<file path="config.mk">
export PLATFORM = sky130hd
export DESIGN_NAME = adder_arbiter
export DESIGN_NICKNAME = d
export VERILOG_FILES = /design/src/rtl/adder_arbiter.sv
export SDC_FILE = /design/constraint.sdc
export NUM_CORES = 1
export LEC_CHECK = 0
export CAP_MARGIN = 40
export CORE_ASPECT_RATIO = 1.75
export CORE_MARGIN = 2
export CORE_UTILIZATION = 37
export CTS_CLUSTER_SIZE = 20
export DETAILED_ROUTE_END_ITERATION = 12
export PLACE_DENSITY = 0.75
export SLEW_MARGIN = 20
export SYNTH_ARGS = -nofsm -noshare
export SYNTH_HDL_FRONTEND = slang
export SYNTH_SLANG_ARGS = --single-unit
</file>
<file path="constraint.sdc">
create_clock -name clk -period 3 [get_ports clk]
set_input_delay 0.45 -clock clk [delete_from_list [all_inputs] [get_ports clk]]
set_output_delay 0.45 -clock clk [all_outputs]
set_load 0.03 [all_outputs]
</file>
<file path="src/rtl/adder_arbiter.sv">
// adder_arbiter: two requesters share one 6-bit adder through a single-entry
// result register. Multi-beat chains lock the adder to one owner and forward
// the carry from one beat to the next.
module adder_arbiter #(
  parameter bit FAIR     = 1'b1,
  parameter bit CHAIN_EN = 1'b1
) (
  input  logic       clk,
  input  logic       rst,
  input  logic       req0_valid,
  output logic       req0_ready,
  input  logic [5:0] req0_a,
  input  logic [5:0] req0_b,
  input  logic       req0_cin,
  input  logic       req0_last,
  input  logic       req1_valid,
  output logic       req1_ready,
  input  logic [5:0] req1_a,
  input  logic [5:0] req1_b,
  input  logic       req1_cin,
  input  logic       req1_last,
  output logic       res_valid,
  input  logic       res_ready,
  output logic [5:0] res_sum,
  output logic       res_cout,
  output logic       res_id,
  output logic       busy
);

  typedef enum logic [1:0] {IDLE, LOCK0, LOCK1} state_t;

  state_t state, state_nxt;
  logic   rr_last;   // index of the requester served most recently
  logic   chain_c;   // carry handed from one chained beat to the next

  logic [1:0]      vld, gnt, rdy, acc, cin, last;
  logic [1:0][5:0] a, b;
  logic            slot_free, sel, any_acc, carry, beat_last;
  logic [5:0]      op_a, op_b;
  logic [6:0]      sum7;

  assign vld  = {req1_valid, req0_valid};
  assign cin  = {req1_cin, req0_cin};
  assign last = {req1_last, req0_last};
  assign a    = {req1_a, req0_a};
  assign b    = {req1_b, req0_b};

  // Grant: a lock owner has exclusive use; otherwise pick among valid requesters.
  always_comb begin
    gnt = 2'b00;
    unique case (state)
      LOCK0:   gnt = 2'b01;
      LOCK1:   gnt = 2'b10;
      default: begin
        if (vld == 2'b11) gnt = (FAIR && !rr_last) ? 2'b10 : 2'b01;
        else              gnt = vld;
      end
    endcase
  end

  // The result slot can take a beat when empty or draining this cycle.
  assign slot_free  = !res_valid || res_ready;
  assign rdy        = rst ? 2'b00 : (gnt & {2{slot_free}});
  assign acc        = rdy & vld;
  assign any_acc    = |acc;
  assign sel        = acc[1];
  assign req0_ready = rdy[0];
  assign req1_ready = rdy[1];

  // Shared adder; chained beats take the stored carry instead of cin.
  assign op_a      = sel ? a[1] : a[0];
  assign op_b      = sel ? b[1] : b[0];
  assign carry     = (state == IDLE) ? cin[sel] : chain_c;
  assign sum7      = {1'b0, op_a} + {1'b0, op_b} + {6'd0, carry};
  assign beat_last = !CHAIN_EN || last[sel];

  assign busy = res_valid || (state != IDLE);

  // Lock next-state: enter on a non-last beat, leave on the owner's last beat.
  always_comb begin
    state_nxt = state;
    unique case (state)
      IDLE:    if (any_acc && !beat_last) state_nxt = sel ? LOCK1 : LOCK0;
      LOCK0:   if (acc[0] && beat_last)   state_nxt = IDLE;
      LOCK1:   if (acc[1] && beat_last)   state_nxt = IDLE;
      default: state_nxt = IDLE;
    endcase
  end

  // Lock state, round-robin pointer and chain carry.
  always_ff @(posedge clk) begin
    if (rst) begin
      state   <= IDLE;
      rr_last <= 1'b1;
      chain_c <= 1'b0;
    end else begin
      state <= state_nxt;
      if (any_acc) begin
        rr_last <= sel;
        chain_c <= sum7[6];
      end
    end
  end

  // Single-entry result register: load on accept, clear on drain without refill.
  always_ff @(posedge clk) begin
    if (rst) begin
      res_valid <= 1'b0;
      res_sum   <= '0;
      res_cout  <= 1'b0;
      res_id    <= 1'b0;
    end else if (any_acc) begin
      res_valid <= 1'b1;
      res_sum   <= sum7[5:0];
      res_cout  <= sum7[6];
      res_id    <= sel;
    end else if (res_ready) begin
      res_valid <= 1'b0;
    end
  end

endmodule

</file>
# --- After elaboration in Yosys (flattened, before gate mapping) ---
# Cells that the tools add are included.
classes:
  add_sub_neg: 2
  multipliers: 0
  div: 0
  magnitude_cmp: 1
  n_eq_ne: 6
  shift: 0
  n_mux: 18
  n_bitwise: 2
  reduce_logical: 12
ops:
  columns: ["op", "count"]
  rows:
  - ["2-bit two-way mux", 7]
  - ["6-bit two-way mux", 2]
  - ["6-bit by 6-bit adder with 7-bit output", 1]
  - ["7-bit by 1-bit adder with 7-bit output", 1]
  - ["1-bit two-way mux", 7]
  - ["2-bit one-hot mux with 3 select lines", 1]
  - ["2-bit bitwise AND", 2]
  - ["2-bit == test, second input constant", 2]
  - ["2-bit != test, second input constant", 2]
  - ["2-bit one-hot mux with 2 select lines", 1]
  - ["2-bit nonzero test", 2]
  - ["1-bit logical AND", 3]
  - ["3-bit AND reduction", 1]
  - ["2-bit by 1-bit == test with 1-bit output, second input constant", 1]
  - ["1-bit zero test", 2]
  - ["2-bit zero test", 1]
  - ["1-bit logical OR", 2]
  - ["1-bit by 2-bit < comparator with 1-bit output, second input constant", 1]
  - ["2-bit by 1-bit != test with 1-bit output, second input constant", 1]
  - ["2-bit OR reduction", 1]
word_totals:
  register_bits: 12
  latch_bits: 0
  mem_bits_rw: 0
  romBits: 0
  inputBits: 33
  output_inout_bits: 12
  wordCells: 47
  n_memories: 0

# --- Longest topological paths before layout ---
logic_depth:
  ltp_word: 12
  ltp_mapped: 16
  ltp_nobuf: 16

# --- Worst setup path before layout ---
# No wires, ideal clock.
synth_path:
  path_kind: "reg2reg"
  from: "register state[0]"
  to: "register res_cout"
  setup_ns: 0.086
  arrival_time_ns: 3.185
  t_required_ns: 2.914
  slack_ns: -0.270
  path_stages_with_launch: 16
  synth_period_minus_slack_ns: 3.270
  path_cell_list: "dfxtp_1 > inv_1 > ha_1 > and3b_1 > nand3b_4 > nor2_2 > buf_4 > mux2i_1 > fa_1 > fa_1 > nor2b_1 > o21ai_0 > nand2b_1 > a21o_1 > a21oi_1 > a211oi_1"
synth_between:
  elab_chain_cells: 9
  word_cells_on_any_way: 15
  cone_classes: "2 x add/sub; 2 x eq/ne; 7 x mux; 2 x bitwise; 2 x reduce/logical"
synth_rtl:
  columns: ["item", "line_no", "rtl"]
  rows:
  - ["start: declaration", "32", "state_t state, state_nxt;"]
  - ["start signal: assignment", "97", "state <= state_nxt;"]
  - ["branches (longest 9 deep; another with 6-bit by 6-bit adder with 7-bit output)", null, null]
  - ["end signal: assignment", "115", "res_cout <= sum7[6];"]
  - ["end: declaration", "25", "output logic res_cout,"]
# Several ways; the timed one is not identified. The select of a mux whose other input is x is not followed.
# A chain may end at the register's enable or synchronous reset.

# --- Worst setup path in the final report ---
layout_path:
  from: "input port req0_valid"
  to: "register res_sum[4]"
layout_between:
  elab_chain_cells: 10
  word_cells_on_any_way: 14
  cone_classes: "2 x add/sub; 1 x eq/ne; 8 x mux; 2 x bitwise; 1 x reduce/logical"
layout_rtl:
  columns: ["item", "line_no", "rtl"]
  rows:
  - ["start: declaration", "10", "input logic req0_valid,"]
  - ["2-bit == test", "55", "if (vld == 2'b11) gnt = (FAIR && !rr_last) ? 2'b10 : 2'b01;"]
  - ["2-bit two-way mux", "55", null]
  - ["2-bit one-hot mux with 2 select lines", "51", "unique case (state)"]
  - ["2-bit bitwise AND", "63", "assign rdy = rst ? 2'b00 : (gnt & {2{slot_free}});"]
  - ["2-bit two-way mux", "63", null]
  - ["2-bit bitwise AND *", "64", "assign acc = rdy & vld;"]
  - ["branches (longest 4 deep; another with 6-bit by 6-bit adder with 7-bit output)", null, null]
  - ["end signal: assignment", "114", "res_sum <= sum7[5:0];"]
  - ["end: declaration", "24", "output logic [5:0] res_sum,"]
# Mark *: on every way between the ends. The select of a mux whose other input is x is not followed.

==> impl_results.md <==
* Status: completed
* Critical path's top delay family: adder cells
* Mapped Avg Cell Area at 9.263 um2
* Fin worst setup slack at 29.07 ps
* Largest net degree at the start of global routing at 15
* Syn Nets at 152
* Post-CTS Hold Buffers at 0
* DR pass1 iterations at 4
* FF-to-FF setup slack at 40 ps
* CP required at 3180 ps
* WS Path Type: input port to register
* Clk sink count at 12
* Leading area contributor after synthesis: dfxtp_1
* Initial drt markers at 5
* Max Clk Rate at 336.6 MHz
* Clk pin slew, worst setup/hold paths at 50 ps
* Fill cells at 219
* H-tree Lvls at 1
* Reg-to-Reg Start: state[0]$_SDFFE_PP0P_
* Hold path cells at 2
* Crit path DAT at 3150 ps
* CORE AREA at 0.002659 mm2
* Largest stage delay, worst path at 480 ps
* First-pass GRT wire length at 4540 um
* Leakage Power at 0.7058 nW
* Nets at 215
* Worst hold path type: register to register
* Syn-to-layout area delta at 71.87%
* Final core utilization at 65.27%
* Routed wire length at 2856 um
* Worst Path Buf+Inv at 2
* Max cap viols at 0
* Die H at 73.11 um
* GP Congestion at 0.8202
* Cell mode on critical path: fa_2
* Final HPWL DP at 2276 um
* Crit start category: input port
* Crit path max-delay cell type: clkdlybuf4s50_1
* Yosys warnings at 0
* Min-delay src: state[0]$_SDFFE_PP0P_
* Capturing element type of the critical path: register
* RSZ-0062 raised after global routing: true
* Final hold viol count at 0
* Die area at 0.003179 mm2
* # port buffers at 44
* Final ANT Viol Nets at 0
* Multi-input logic area at 804.5 um2
* Fraction of layout cells with a size suffix above 1 at 29.82%
* Overall global routing resource usage at 18.44%
* Core Rows at 25
* Diode count at 0
* Reg2reg path depth at 16
* Initial Utilization at 37.98%
* CTS Buf Count at 3
* DRC Markers at 0
* Grt ovf at 0
* Yosys cell types at 34
* Worst-Margin Slew at 606.5 ps
* Top cell type's share of synthesized area at 23.79%
* FF+latch area at 242.7 um2
* Synth area leaders: dfxtp_1 (24%), mux2_2 (11%), ha_1 (9.9%)
* Pwr dens at 644.6 mW/mm2
* Routed vias/inst at 5.187
* Mapped Area at 0.001010 mm2
* Vias in the first global route at 1110
* Critical Path, Cell by Cell: clkdlybuf4s50_1 -> and3b_1 -> nand3b_4 -> nor2_4 -> buf_12 -> mux2i_4 -> fa_2 -> fa_2 -> nor2b_2 -> o21ai_1 -> nand2b_1 -> xor2_1 -> mux2i_1 -> nor2_1
* Final Max Tran Viols at 0
* Routed WL per cell at 14.42 um
* R2r endpoint: res_sum[4]$_SDFFE_PP0P_
* Io pins at 45
* Period utilization at 99.03%
* CTS tree: built
* Clk_lat worst skew at 240 ps
* Maximum clock path buffer count at 2
* Initial antenna violation count at 0
* Period minus WS final at 2971 ps
* Crit-path max FO at 6
* Vias after detailed routing at 1027
* Seq cells post-synth at 12
* Post-Route Skew at 0.9652 ps
* Cells after synthesis at 109
* Hold endpoint: state[0]$_SDFFE_PP0P_
* Root cell of the clock tree: clkbuf_8
* VDD IR-drop max at 310.1 uV
* # setup viols final at 0
* Register area share after synthesis at 23.79%
* Max transition margin at 59.57%
* Die W at 43.49 um
* Worst slack at placement at -254.1 ps
## stage by stage
step	setup TNS, ps	area [um2]	instances	power [mW]	hold slack (ps)
2_1_floorplan	0	1040	109	0.6462	464.8
3_3_place_gp	-456.1	1619	192	0.8824	476.6
3_5_place_dp	-675.5	1619	192	0.9000	481.5
4_1_cts	0	1679	196	1.087	493.9
5_1_grt	-322.8	1735	198	1.201	517.0
6_report	0	1735	198	1.119	490.7
## worst min-delay path: stages, from the launching register on
cell      delay (ps)
dfxtp_2          330
nand2b_1          70
mux2i_1           60
## cell type report
cell class | instances | share of cell area [%]
well taps | 27 | 1.947
multi-input cells | 89 | 46.36
flip-flops and latches | 12 | 13.99
inverters | 5 | 1.081
repair buffers | 61 | 33.45
clock buffers | 4 | 3.172
## registers in the layout (all words and copies together), names as in the netlist
register / count
res_valid: 1
rr_last: 1
state: 2
res_id: 1
res_sum: 6
res_cout: 1
## worst max-delay path by stage
| stage | startpoint | endpoint | depth (start not counted) |
|---|---|---|---|
| global route | state[0]$_SDFFE_PP0P_ | res_sum[4]$_SDFFE_PP0P_ | 16 |
| finish | req0_valid | res_sum[4]$_SDFFE_PP0P_ | 14 |
| CTS | state[1]$_SDFFE_PP0P_ | res_cout$_SDFFE_PP0P_ | 16 |
| floorplan | state[1]$_SDFFE_PP0P_ | res_cout$_SDFFE_PP0P_ | 15 |
| global placement | req0_valid | res_cout$_SDFFE_PP0P_ | 15 |
| detailed placement | req0_valid | res_cout$_SDFFE_PP0P_ | 15 |
## cell usage after synthesis
| cell | instances |
|---|---|
| dfxtp_1 | 12 |
| xnor2_1 | 1 |
| a21oi_2 | 1 |
| o211ai_1 | 1 |
| a21oi_1 | 5 |
| nor2_2 | 1 |
| nor2b_1 | 2 |
| buf_4 | 1 |
| ha_1 | 8 |
| inv_1 | 5 |
| a31oi_1 | 1 |
| a21o_1 | 2 |
| nand3b_4 | 1 |
| o31ai_1 | 1 |
| mux2i_1 | 9 |
| nand2_1 | 5 |
| and3b_1 | 1 |
| or2b_1 | 1 |
| nand2b_1 | 9 |
| fa_1 | 2 |
| or3b_2 | 1 |
| a211o_1 | 1 |
| mux2_2 | 10 |
| buf_2 | 1 |
| or4b_1 | 1 |
| clkbuf_1 | 1 |
| nand3_2 | 1 |
| xor2_1 | 3 |
| a211oi_1 | 3 |
| nand3b_1 | 4 |
| nor2_1 | 7 |
| o311ai_1 | 1 |
| or2_2 | 1 |
| o21ai_0 | 5 |
## where the power goes
group          switching [mW]  internal, mW
Clock                  0.0596         0.116
Sequential             0.0283         0.199
Combinational           0.343         0.373
## per-layer routing
metal	routed length, um	track usage, %	vias to the layer above
met5	0	0	-
met2	1627	35.66	45
met1	999	18.09	463
li1	-	-	511
met3	139	2.970	8
met4	90	8.754	0
## repair_timing
| action | in CTS | in global routing |
|---|---|---|
| buffers inserted | 0 | 2 |
| gates resized for setup | 4 | 11 |
| pin swaps | 2 | 14 |
| setup endpoints to repair | 2 | 4 |
## cells by family after synthesis
logic type	Yosys count	synth area share, %
muxes	19	20.07
xor gates and xnor gates	4	3.470
and+or+nand+nor	35	21.93
AOI/OAI and AO/OA	21	13.38
adders and majority gates	10	13.88
buffers and inverters	8	3.469
DFF	12	23.79
## cells in the final DEF, fill, tap and decap left out, types with 3 or more instances in the layout
master,netlist,routed
clkdlybuf4s50_1,0,44
buf_4,1,16
dfxtp_1,12,10
nand2b_1,9,9
mux2_2,10,9
mux2i_1,9,7
nor2_1,7,7
ha_1,8,6
nand2_1,5,5
nand3b_1,4,4
a21oi_1,5,4
clkbuf_8,0,4
inv_1,5,3
o21ai_1,0,3
xor2_1,3,3
(Power assumes the default switching activity.)
